## config.mk

```make
export PLATFORM = sky130hd
export DESIGN_NAME = zero_rle_encoder
export DESIGN_NICKNAME = d
export VERILOG_FILES = /design/src/rtl/compr_pkg.sv /design/src/rtl/zero_rle_encoder_register.sv /design/src/rtl/zero_rle_encoder.sv
export SDC_FILE = /design/constraint.sdc
export NUM_CORES = 1
export LEC_CHECK = 0
export ABC_AREA = 0
export CORE_UTILIZATION = 53
export CTS_BUF_LIST = sky130_fd_sc_hd__clkbuf_2
export DETAILED_ROUTE_END_ITERATION = 8
export PLACE_DENSITY = 0.91
export SLEW_MARGIN = 40
export SYNTH_ARGS = -nofsm -noshare
export SYNTH_HDL_FRONTEND = slang
export SYNTH_SLANG_ARGS = --single-unit
```

## constraint.sdc

```tcl
create_clock -name clk -period 4.4 [get_ports clk]
set_input_delay 0.88 -clock clk [delete_from_list [all_inputs] [get_ports clk]]
set_output_delay 0.88 -clock clk [all_outputs]
set_load 0.005 [all_outputs]
```

## src/rtl/compr_pkg.sv

```systemverilog
// Shared types and constants for the activation compression path (encoder and decoder).
// Latency: n/a (declarations only).
// Backpressure: n/a.
package compr_pkg;

  localparam int DATA_W  = 8;
  localparam int RUN_W   = 4;
  localparam int CNT_W   = 16;
  localparam int RUN_MAX = (1 << RUN_W) - 1;

  // One encoded token: run of zero words that precede data, plus tile-close flag.
  typedef struct packed {
    logic [RUN_W-1:0]  run;
    logic [DATA_W-1:0] data;
    logic              last;
  } rle_token_t;

  // Largest run a field of the given width can hold.
  function automatic int unsigned run_max_of(input int unsigned width);
    return (32'd1 << width) - 32'd1;
  endfunction

endpackage

```

## src/rtl/zero_rle_encoder_register.sv

```systemverilog
// Generic enabled register with asynchronous active-low reset to a fixed value.
// Latency: 1 cycle from d/we to q.
// Backpressure: none; loads whenever we is high.
module register #(
  parameter int               WIDTH   = 1,
  parameter logic [WIDTH-1:0] RST_VAL = '0
) (
  input  logic             clk,
  input  logic             arst_n_in,
  input  logic             we,
  input  logic [WIDTH-1:0] d,
  output logic [WIDTH-1:0] q
);

  // Hold state unless written; reset value applied asynchronously.
  always_ff @(posedge clk or negedge arst_n_in) begin
    if (!arst_n_in) begin
      q <= RST_VAL;
    end else if (we) begin
      q <= d;
    end
  end

endmodule

```

## src/rtl/zero_rle_encoder.sv

```systemverilog
// Zero run-length encoder: turns a word stream into (run, value, last) tokens.
// Latency: 1 cycle from accepted input word to token on out_*.
// Backpressure: in_ready = !out_valid | out_ready; token held stable while stalled.
module zero_rle_encoder
  import compr_pkg::*;
#(
  parameter int DATA_WIDTH = DATA_W,
  parameter int RUN_WIDTH  = RUN_W,
  parameter int CNT_WIDTH  = CNT_W
) (
  input  logic                  clk,
  input  logic                  arst_n_in,
  input  logic                  clr,
  input  logic                  in_valid,
  output logic                  in_ready,
  input  logic [DATA_WIDTH-1:0] in_data,
  input  logic                  in_last,
  output logic                  out_valid,
  input  logic                  out_ready,
  output logic [RUN_WIDTH-1:0]  out_run,
  output logic [DATA_WIDTH-1:0] out_data,
  output logic                  out_last,
  output logic [CNT_WIDTH-1:0]  token_cnt
);

  localparam logic [RUN_WIDTH-1:0] RUN_LIMIT = RUN_WIDTH'(run_max_of(RUN_WIDTH));

  logic                  in_fire;
  logic                  out_fire;
  logic                  emit;
  logic                  load;
  logic [RUN_WIDTH-1:0]  run_q;
  logic [RUN_WIDTH-1:0]  run_eff;
  logic [RUN_WIDTH-1:0]  run_d;
  logic                  valid_we;
  logic                  valid_d;
  logic                  cnt_we;
  logic [CNT_WIDTH-1:0]  cnt_d;

  // Accept a new word whenever the output slot is empty or being drained now.
  assign in_ready = !out_valid || out_ready;
  assign in_fire  = in_valid && in_ready;
  assign out_fire = out_valid && out_ready;

  // Token decision: last and non-zero words always emit; a zero emits only
  // when the run is saturated (that token covers RUN_MAX+1 zero words).
  // A clr in the same cycle discards pending zeros, so the word sees run 0.
  always_comb begin
    run_eff = clr ? '0 : run_q;
    emit    = in_last || (in_data != '0) || (run_eff == RUN_LIMIT);
    load    = in_fire && emit;
  end

  // Next run count: clr wins, then reset on emit, else count one more zero.
  always_comb begin
    run_d = run_q;
    if (clr) begin
      run_d = '0;
    end else if (in_fire) begin
      run_d = emit ? '0 : run_q + RUN_WIDTH'(1);
    end
  end

  // out_valid: set on load, cleared when drained without a replacement.
  always_comb begin
    valid_we = load || out_fire;
    valid_d  = load;
  end

  // Token counter: clr forces zero, otherwise count every delivered token.
  always_comb begin
    cnt_we = clr || out_fire;
    cnt_d  = clr ? '0 : token_cnt + CNT_WIDTH'(1);
  end

  register #(.WIDTH(RUN_WIDTH)) u_run_cnt (
    .clk       (clk),
    .arst_n_in (arst_n_in),
    .we        (1'b1),
    .d         (run_d),
    .q         (run_q)
  );

  register #(.WIDTH(1)) u_out_valid (
    .clk       (clk),
    .arst_n_in (arst_n_in),
    .we        (valid_we),
    .d         (valid_d),
    .q         (out_valid)
  );

  register #(.WIDTH(RUN_WIDTH)) u_out_run (
    .clk       (clk),
    .arst_n_in (arst_n_in),
    .we        (load),
    .d         (run_eff),
    .q         (out_run)
  );

  register #(.WIDTH(DATA_WIDTH)) u_out_data (
    .clk       (clk),
    .arst_n_in (arst_n_in),
    .we        (load),
    .d         (in_data),
    .q         (out_data)
  );

  register #(.WIDTH(1)) u_out_last (
    .clk       (clk),
    .arst_n_in (arst_n_in),
    .we        (load),
    .d         (in_last),
    .q         (out_last)
  );

  register #(.WIDTH(CNT_WIDTH)) u_token_cnt (
    .clk       (clk),
    .arst_n_in (arst_n_in),
    .we        (cnt_we),
    .d         (cnt_d),
    .q         (token_cnt)
  );

endmodule

```

==> run metrics, run 1 <==
status finished with violations; failing checks DRC; PD cells 270.8 nW/µm²; RSZ-0062 raised after global routing false; Synth Register Bits 34; H-tree levels 2; Setup crit end kind output port; Max-slew headroom 69.11%; DR pass1 iterations 6; Total GRT Usage 24.07%; most frequent cells in the layout clkdlybuf4s50_1 (43), dfrtp_1 (34), nor2_1 (13), xor2_1 (12), nand3_1 (8); Leakage Power 0.9127 nW; CTS Buf Count 5; hpwl dp 2492 µm; Final period util 74.08%; Nets 203; Seq/Total Area, Yosys 52.80%; synthesized cell area 1612 µm²; Clock Latency Late Sink 0.40 ns; Max Freq 306.8 MHz; placer congestion estimate 0.7727; Post-Place Setup Slack 1.146 ns; Netlist cell types 39; Pint 412.9 µW; Slew @ Worst Pin 0.4617 ns; Final WS setup 1.140 ns; detailed-route via count 1278; post-cts gate resize count 0; WS Path Type in2out; Mean Syn Cell Area 11.35 µm²; remaining antenna violation count 0; commonest non-fill, non-tap cell in the layout clkdlybuf4s50_1; global-route wire length before repair 5871 µm; min Tclk post-route 3.260 ns; final hold violations 0; initial antenna violation count 0; per-cell routed wire length 16.16 µm; initial DRC count 42; Cell Rows 19; switching pwr 152.0 µW; Die H 57.14 µm; total grt overflow 0; Boundary Pins 45; port bufs 44; die area 3265 µm²; Post-Place Cell Area 2052 µm²; Net Sw Frac 26.91%; Yosys warning count 0; Residual DRC 6; crit-path max FO 12; Clk network pwr share 26.3%; Clock Sinks 34; crit path DAT 2.38 ns; antenna cells 0; Slew Viols, Final 0; Layout Skew 0.01494 ns; VDD IR max 0.0002391 V; Vias per Instance 5.836; core area 2829 µm²; die width 57.14 µm; Startpoint Class input pin; hold_buf cts 0; initial core utilization 56.97%; clk slew on worst S/H paths 0.16 ns; Reg power frac 59.4%; pin count of the biggest net entering global routing 35; Post-Route WL 3539 µm; clock root cell clkbuf_2; Hold WC Path Type reg2reg; Area Growth Syn to Fin 29.43%; fin area 2086 µm²; number of global-route vias before repair 1243; Filler Cell Count 213; Clock Path Buffers 2; Worst EP required 3.52 ns; share of layout cells above drive strength 1 8.511%; post-CTS setup buffer count 0; cells after synthesis 142; final setup violation count 0; Max Cap Viol 0; Mapped Nets 158; CTS tree built; Fin Setup TNS 0 ns; combinational share of power 14.3%
## power by group through the flow
| stage | clock, mW | sequential, mW | combinational, mW |
|---|---|---|---|
| detailed placement | 0 | 0.341 | 0.0821 |
| floorplan | 0 | 0.341 | 0.0286 |
| CTS | 0.153 | 0.336 | 0.0826 |
| finish | 0.148 | 0.336 | 0.0810 |
| global route | 0.160 | 0.337 | 0.0877 |
| global placement | 0 | 0.341 | 0.0791 |
## layer usage
metal | wire length, µm | vias to the layer above | GRT usage, %
li1 | - | 600 | -
met1 | 1525 | 634 | 29.46
met2 | 1782 | 35 | 40.17
met3 | 164 | 9 | 5.896
met4 | 67 | 0 | 11.50
met5 | 0 | - | 0
## cells by family after synthesis
family / after synthesis / share of synthesized area, %
fa+ha+maj: 2 / 1.553
flops: 34 / 52.80
mux: 8 / 6.211
compound gates: 20 / 9.627
simple gates: 57 / 19.95
buf+inv: 9 / 3.338
xor+xnor: 12 / 6.522
## sequential cells by signal, summed over array words and instances, names as in the netlist
signal	flops
u_out_valid.q	1
u_out_last.q	1
u_out_run.q	4
u_token_cnt.q	16
u_run_cnt.q	4
u_out_data.q	8
## synth_stat cells
| master | n | area share [%] |
|---|---|---|
| and2b_1 | 1 | 0.47 |
| buf_2 | 1 | 0.31 |
| and4_1 | 4 | 2.2 |
| nand2_4 | 1 | 0.70 |
| nand3_1 | 8 | 2.5 |
| o32ai_1 | 1 | 0.54 |
| xor2_1 | 12 | 6.5 |
| inv_1 | 1 | 0.23 |
| nand4_1 | 7 | 2.7 |
| and2_1 | 2 | 0.78 |
| a221oi_1 | 1 | 0.54 |
| o21ai_4 | 1 | 1.0 |
| o21ai_1 | 1 | 0.31 |
| mux2_4 | 3 | 2.8 |
| ha_1 | 2 | 1.6 |
| dfrtp_1 | 34 | 53 |
| a21oi_1 | 4 | 1.2 |
| buf_6 | 2 | 1.4 |
| or3_1 | 2 | 0.78 |
| a21o_1 | 2 | 0.93 |
| or2_1 | 1 | 0.39 |
| mux2_1 | 4 | 2.8 |
| nor2_1 | 13 | 3.0 |
| o21ai_0 | 1 | 0.31 |
| nand3_2 | 1 | 0.62 |
| clkbuf_1 | 3 | 0.70 |
| or4_1 | 2 | 0.93 |
| nand2_1 | 6 | 1.4 |
| inv_2 | 1 | 0.23 |
| nor4_1 | 2 | 0.78 |
| o2bb2ai_1 | 1 | 0.54 |
| nor3_1 | 1 | 0.31 |
| buf_4 | 1 | 0.47 |
| mux2i_1 | 1 | 0.62 |
| nand3b_1 | 1 | 0.47 |
| nand2b_1 | 1 | 0.39 |
| o31ai_1 | 2 | 0.93 |
| a22o_1 | 6 | 3.3 |
| nor2b_1 | 4 | 1.6 |
## area by class of cell
cell class	count	area, µm²	area share (%)
Sequential cell	34	850.8	40.79
Multi-Input combinational cell	99	706.9	33.89
Timing Repair Buffer	45	442.9	21.24
Tap cell	31	38.79	1.860
Clock buffer	6	30.03	1.440
Clock inverter	2	8.758	0.4199
Inverter	2	7.507	0.3599
## worst max-delay path, cell delays in order
cell and delay (ns):
clkdlybuf4s50_1 0.69, and2b_1 0.25, inv_2 0.07, clkdlybuf4s50_1 0.49
## worst paths after layout
| check | start | end | slack (ns) | depth (start not counted) |
|---|---|---|---|---|
| setup / recovery | out_ready | in_ready | 1.14 | 4 |
| hold / removal | u_out_data.q[2] | u_out_data.q[2] | 0.53 | 1 |
| setup reg to reg | u_out_valid.q | u_out_data.q[2] | 2.55 | 5 |
| hold reg to reg | u_out_data.q[2] | u_out_data.q[2] | 0.53 | 1 |
| max in group asynchronous | arst_n_in | u_out_data.q[0] | 3.24 | 2 |
| min in group asynchronous | arst_n_in | u_token_cnt.q[10] | 0.85 | 2 |
## through the flow
stage / power [mW] / util, % / instances / hold slack (ns)
final: 0.5649 / 73.73 / 219 / 0.5282
after global routing: 0.5854 / 73.73 / 219 / 0.5332
after CTS: 0.5715 / 73.91 / 219 / 0.5268
after detailed placement: 0.4230 / 72.53 / 211 / 0.4851
after global placement: 0.4198 / 72.53 / 211 / 0.4786
after floorplan: 0.3701 / - / 142 / 0.4889
Note: power is estimated with default switching activity, not from simulation.
==> run 2: changes to the inputs <==
--- a/config.mk
+++ b/config.mk
@@ -6,10 +6,10 @@
 export NUM_CORES = 1
 export LEC_CHECK = 0
 export ABC_AREA = 0
-export CORE_UTILIZATION = 53
+export CORE_UTILIZATION = 49
 export CTS_BUF_LIST = sky130_fd_sc_hd__clkbuf_2
 export DETAILED_ROUTE_END_ITERATION = 8
-export PLACE_DENSITY = 0.91
+export PLACE_DENSITY = 0.85
 export SLEW_MARGIN = 40
 export SYNTH_ARGS = -nofsm -noshare
 export SYNTH_HDL_FRONTEND = slang
==> constraint.sdc (replaced) <==
create_clock -name clk -period 3.2 [get_ports clk]
set_input_delay 0.64 -clock clk [delete_from_list [all_inputs] [get_ports clk]]
set_output_delay 0.64 -clock clk [all_outputs]
set_load 0.005 [all_outputs]
==> run metrics, run 2 (synthesis gave the netlist of run 1 again) <==
PD cells 361.8 nW/µm² (+34%); clock root cell clkbuf_2; Boundary Pins 45 (unchanged); initial antenna violation count 0 (unchanged); fin area 2118 µm² (+1.6%); antenna cells 0 (unchanged); hold_buf cts 0 (unchanged); crit path cell chain clkdlybuf4s50_1 -> and2b_1 -> inv_2 -> clkdlybuf4s50_1; Setup crit end kind output port; Max-slew headroom 70.52% (+1.4 points); final hold violations 0 (unchanged); Worst EP required 2.56 ns (-0.96 ns); VDD IR max 0.0002552 V (+6.7%); Final period util 79.14%; Vias per Instance 5.412 (-7.3%); hpwl dp 2434 µm (-2.3%); Area Growth Syn to Fin 31.44%; Die H 59.35 µm (+3.9%); Post-Place Cell Area 2083 µm² (+1.5%); die area 3522 µm² (+7.9%); Largest register FFs 16 (unchanged); initial DRC count 35 (-17%); crit path DAT 1.89 ns (-0.49 ns); Nets 205 (+0.99%); crit-path max FO 4 (-8); Hold Worst Slack 0.5259 ns (-0.002296 ns); Fin Setup TNS 0 ns (unchanged); status finished clean; Startpoint Class input pin; DR pass1 iterations 4 (-2); slowest cell on the critical path clkdlybuf4s50_1; global-route wire length before repair 5802 µm (-1.2%); per-cell routed wire length 14.52 µm (-10%); Residual DRC 0 (-6); CTS Buf Count 5 (unchanged); placer congestion estimate 0.8027 (+3.9%); Hold WC Path Type reg2reg; Max Freq 394.9 MHz; Net Sw Frac 26.45% (-0.45 points); remaining antenna violation count 0 (unchanged); Clock Latency Late Sink 0.37 ns (-0.03 ns); most frequent cells in the layout clkdlybuf4s50_1 (44), dfrtp_1 (34), nor2_1 (13), xor2_1 (12), nand3_1 (8); clk slew on worst S/H paths 0.15 ns (about the same); H-tree levels 2 (unchanged); Slew Viols, Final 0 (unchanged); reg2reg setup slack 1.37 ns (-1.18 ns); Inst Count DP 226 (+7.1%); CTS tree built; Cell Rows 20 (+1); post-route insts no fill 233 (+6.4%); CP delay by family, top buffers and inverters; Final WS setup 0.6674 ns (-0.4729 ns); Slew @ Worst Pin 0.4405 ns (-0.02119 ns); Clock Path Buffers 2 (unchanged); Clk network pwr share 25.0% (-1.3 points); port bufs 44 (unchanged); Post-Route WL 3382 µm (-4.4%); share of layout cells above drive strength 1 8.995% (+0.48 points); core area 3078 µm² (+8.8%); Total GRT Usage 22.20% (-1.9 points); cell mode on critical path clkdlybuf4s50_1; pin count of the biggest net entering global routing 35 (unchanged); min Tclk post-route 2.533 ns; RSZ-0062 raised after global routing false; largest registers u_token_cnt.q: 16 flops, u_out_data.q: 8 flops; combinational share of power 14.7% (+0.4 points); detailed-route via count 1261 (-1.3%); Clock Sinks 34 (unchanged); Reg power frac 60.3% (+0.9 points); switching pwr 202.7 µW (+33%); die width 59.35 µm (+3.9%); total grt overflow 0 (unchanged); number of global-route vias before repair 1285 (+3.4%); final setup violation count 0 (unchanged); initial core utilization 52.36% (-4.6 points); Leakage Power 0.9204 nW (+0.85%); post-cts gate resize count 0 (unchanged); Top reg by flops u_token_cnt.q; Post-Place Setup Slack 0.6707 ns (-0.4751 ns); Layout Skew 0.01351 ns (-0.001424 ns); Pint 563.7 µW (+37%); WS Path Type in2out; CP peak stage delay 0.49 ns (-0.20 ns); CP bufs+invs 3 (unchanged); post-CTS setup buffer count 0 (unchanged); Max Cap Viol 0 (unchanged); commonest non-fill, non-tap cell in the layout clkdlybuf4s50_1
==> run 2: layout make-up <==
type / count / area (µm²)
clock buffer: 5 / 25.02
clock inverter: 2 / 10.01
fill: 247 / 959.7
inverter: 2 / 7.507
multi-input combinational: 99 / 706.9
sequential: 34 / 850.8
tap: 44 / 55.05
timing repair buffer: 47 / 462.9
==> run 2: routing by layer <==
layer / wire length, µm / vias to the layer above / global-route usage (%)
met5: 0 / - / 0
li1: - / 599 / -
met3: 198 / 9 / 7.205
met4: 45 / 0 / 8.844
met2: 1705 / 47 / 37.24
met1: 1432 / 606 / 26.20
==> run 2: power groups by stage <==
stage | Combinational [mW] | Sequential (mW) | Clock (mW)
floorplan | 0.0394 | 0.470 | 0
global placement | 0.112 | 0.469 | 0
detailed placement | 0.114 | 0.469 | 0
CTS | 0.114 | 0.462 | 0.199
global route | 0.122 | 0.465 | 0.214
finish | 0.113 | 0.462 | 0.192
==> run 2: metrics by stage <==
stage | total power [mW] | util, %
floorplan | 0.5089 | -
global placement | 0.5801 | 67.68
detailed placement | 0.5831 | 67.68
CTS | 0.7756 | 68.82
global route | 0.8012 | 68.82
finish | 0.7664 | 68.82
==> run 2: final timing paths <==
path                                  from                end  cells past startpoint
min in group asynchronous        arst_n_in  u_token_cnt.q[10]                      2
hold reg to reg            u_out_data.q[2]    u_out_data.q[2]                      1
max in group asynchronous        arst_n_in    u_out_data.q[3]                      2
setup / recovery                 out_ready           in_ready                      4
hold / removal             u_out_data.q[2]    u_out_data.q[2]                      1
setup reg to reg             u_out_valid.q     u_out_run.q[3]                      5
==> run 3: changes to the inputs <==
==> constraint.sdc (replaced) <==
create_clock -name clk -period 2.5 [get_ports clk]
set_input_delay 0.5 -clock clk [delete_from_list [all_inputs] [get_ports clk]]
set_output_delay 0.5 -clock clk [all_outputs]
set_load 0.005 [all_outputs]
==> run metrics, run 3 (synthesis gave the netlist of run 1 again) <==
post-route insts no fill 236 (+1.3%); Clock Latency Late Sink 0.40 ns (+0.03 ns); Total GRT Usage 22.80% (+0.60 points); per-cell routed wire length 14.72 µm (+1.4%); Worst Setup EP in_ready; RSZ-0062 raised after global routing false; r2r worst-path depth 4 (-1); number of global-route vias before repair 1361 (+5.9%); Clock Path Buffers 2 (unchanged); fin area 2192 µm² (+3.5%); Layout Skew 0.03246 ns (+0.01895 ns); CP peak stage delay 0.49 ns (about the same); initial core utilization 52.36% (unchanged); status finished clean; Residual DRC 0 (unchanged); Setup crit end kind output port; DR pass1 iterations 4 (unchanged); final setup violation count 0 (unchanged); Pwr Total 1.216 mW (+59%); min Tclk post-route 2.236 ns; WP depth 4 (unchanged); Clk network pwr share 39.1% (+14 points); initial DRC count 80 (+130%); post-cts gate resize count 0 (unchanged); final hold violations 0 (unchanged); detailed-route via count 1328 (+5.3%); crit path cell chain clkdlybuf4s50_1 -> and2b_1 -> inv_2 -> clkdlybuf4s50_1; port bufs 44 (unchanged); Startpoint Class input pin; Max Freq 447.2 MHz; Hold WC Path Type in2async; Pint 934.9 µW (+66%); crit path DAT 1.74 ns (-0.15 ns); WS Path Type in2out; combinational share of power 12.3% (-2.4 points); VDD IR max 0.0004052 V (+59%); Max Cap Viol 0 (unchanged); worst r2r src u_token_cnt.q[3]; Fin Setup TNS 0 ns (unchanged); Cell Rows 20 (unchanged); CP bufs+invs 3 (unchanged); hold_buf cts 0 (unchanged); Hold Worst Slack 0.4639 ns (-0.06204 ns); worst reg2reg path endpoint u_token_cnt.q[15]; Vias per Instance 5.627 (+4.0%); Worst EP required 2.00 ns (-0.56 ns); clock root cell clkbuf_2; hpwl dp 2547 µm (+4.7%); placer congestion estimate 0.8014 (-0.16%); Boundary Pins 45 (unchanged); share of layout cells above drive strength 1 10.42% (+1.4 points); die width 59.35 µm (unchanged); Net Sw Frac 23.15% (-3.3 points); Clock Sinks 34 (unchanged); die area 3522 µm² (unchanged); Final period util 89.45%; core area 3078 µm² (unchanged); Reg power frac 48.6% (-12 points); initial antenna violation count 0 (unchanged); cell mode on critical path clkdlybuf4s50_1; Area Growth Syn to Fin 36.02%; antenna cells 0 (unchanged); CTS Buf Count 5 (unchanged); commonest non-fill, non-tap cell in the layout clkdlybuf4s50_1; switching pwr 281.6 µW (+39%); clk slew on worst S/H paths 0.21 ns (+0.06 ns); Slew Viols, Final 0 (unchanged); PD cells 554.9 nW/µm² (+53%); reg2reg setup slack 0.85 ns (-0.52 ns); CP delay by family, top buffers and inverters; Inst Count DP 228 (+0.88%); post-CTS setup buffer count 0 (unchanged); slowest cell on the critical path clkdlybuf4s50_1; most frequent cells in the layout clkdlybuf4s50_1 (44), dfrtp_1 (34), nor2_1 (13), xor2_1 (12), nand3_1 (8); Nets 207 (+0.98%); global-route wire length before repair 5989 µm (+3.2%); crit-path max FO 4 (unchanged); remaining antenna violation count 0 (unchanged); Max-slew headroom 71.97% (+1.4 points); Post-Place Cell Area 2098 µm² (+0.72%); Die H 59.35 µm (unchanged); H-tree levels 2 (unchanged); Largest register FFs 16 (unchanged); CTS tree built; largest registers u_token_cnt.q: 16 flops, u_out_data.q: 8 flops; Slew @ Worst Pin 0.4204 ns (-0.02007 ns); critical path startpoint out_ready; Post-Route WL 3473 µm (+2.7%); Leakage Power 0.9546 nW (+3.7%); Top reg by flops u_token_cnt.q; total grt overflow 0 (unchanged); pin count of the biggest net entering global routing 35 (unchanged)
## run 3: worst min path at each step
stage | endpoint | slack [ns] | cells after the start | startpoint
floorplan | u_out_data.q[0] | 0.20 | 0 | arst_n_in
global route | u_token_cnt.q[8] | 0.50 | 2 | arst_n_in
finish | u_out_last.q | 0.46 | 2 | arst_n_in
global placement | u_out_data.q[2] | 0.48 | 1 | u_out_data.q[2]
detailed placement | u_out_data.q[5] | 0.49 | 1 | u_out_data.q[5]
CTS | u_token_cnt.q[9] | 0.47 | 2 | arst_n_in
## run 3: layout make-up
cell class              instances  area, µm²
well taps                      44      55.05
clock inverters                 3      68.82
repair buffers                 49      478.0
fillers                       240      885.9
flip-flops and latches         34      850.8
multi-input cells              99      706.9
clock buffers                   5      25.02
inverters                       2      7.507
## run 3: per-layer routing
metal,up-vias,GRT usage [%],routed length (µm)
met1,673,27.35,1490
met4,0,7.483,25
li1,609,-,-
met3,3,7.205,214
met2,43,38.68,1743
met5,-,0,0
## run 3: per-stage QoR
stage / setup slack [ns] / utilization, %
detailed placement: 0.2159 / 68.17
CTS: 0.2606 / 71.22
finish: 0.2638 / 71.22
global route: 0.2147 / 71.22
global placement: 0.2642 / 68.17
floorplan: 0.7973 / -
## run 3: power by group through the flow
stage | registers [mW] | clock network (mW) | logic, mW
final | 0.592 | 0.475 | 0.150
after global routing | 0.595 | 0.499 | 0.163
after CTS | 0.592 | 0.479 | 0.152
after detailed placement | 0.601 | 0 | 0.151
after global placement | 0.600 | 0 | 0.146
after floorplan | 0.601 | 0 | 0.0504
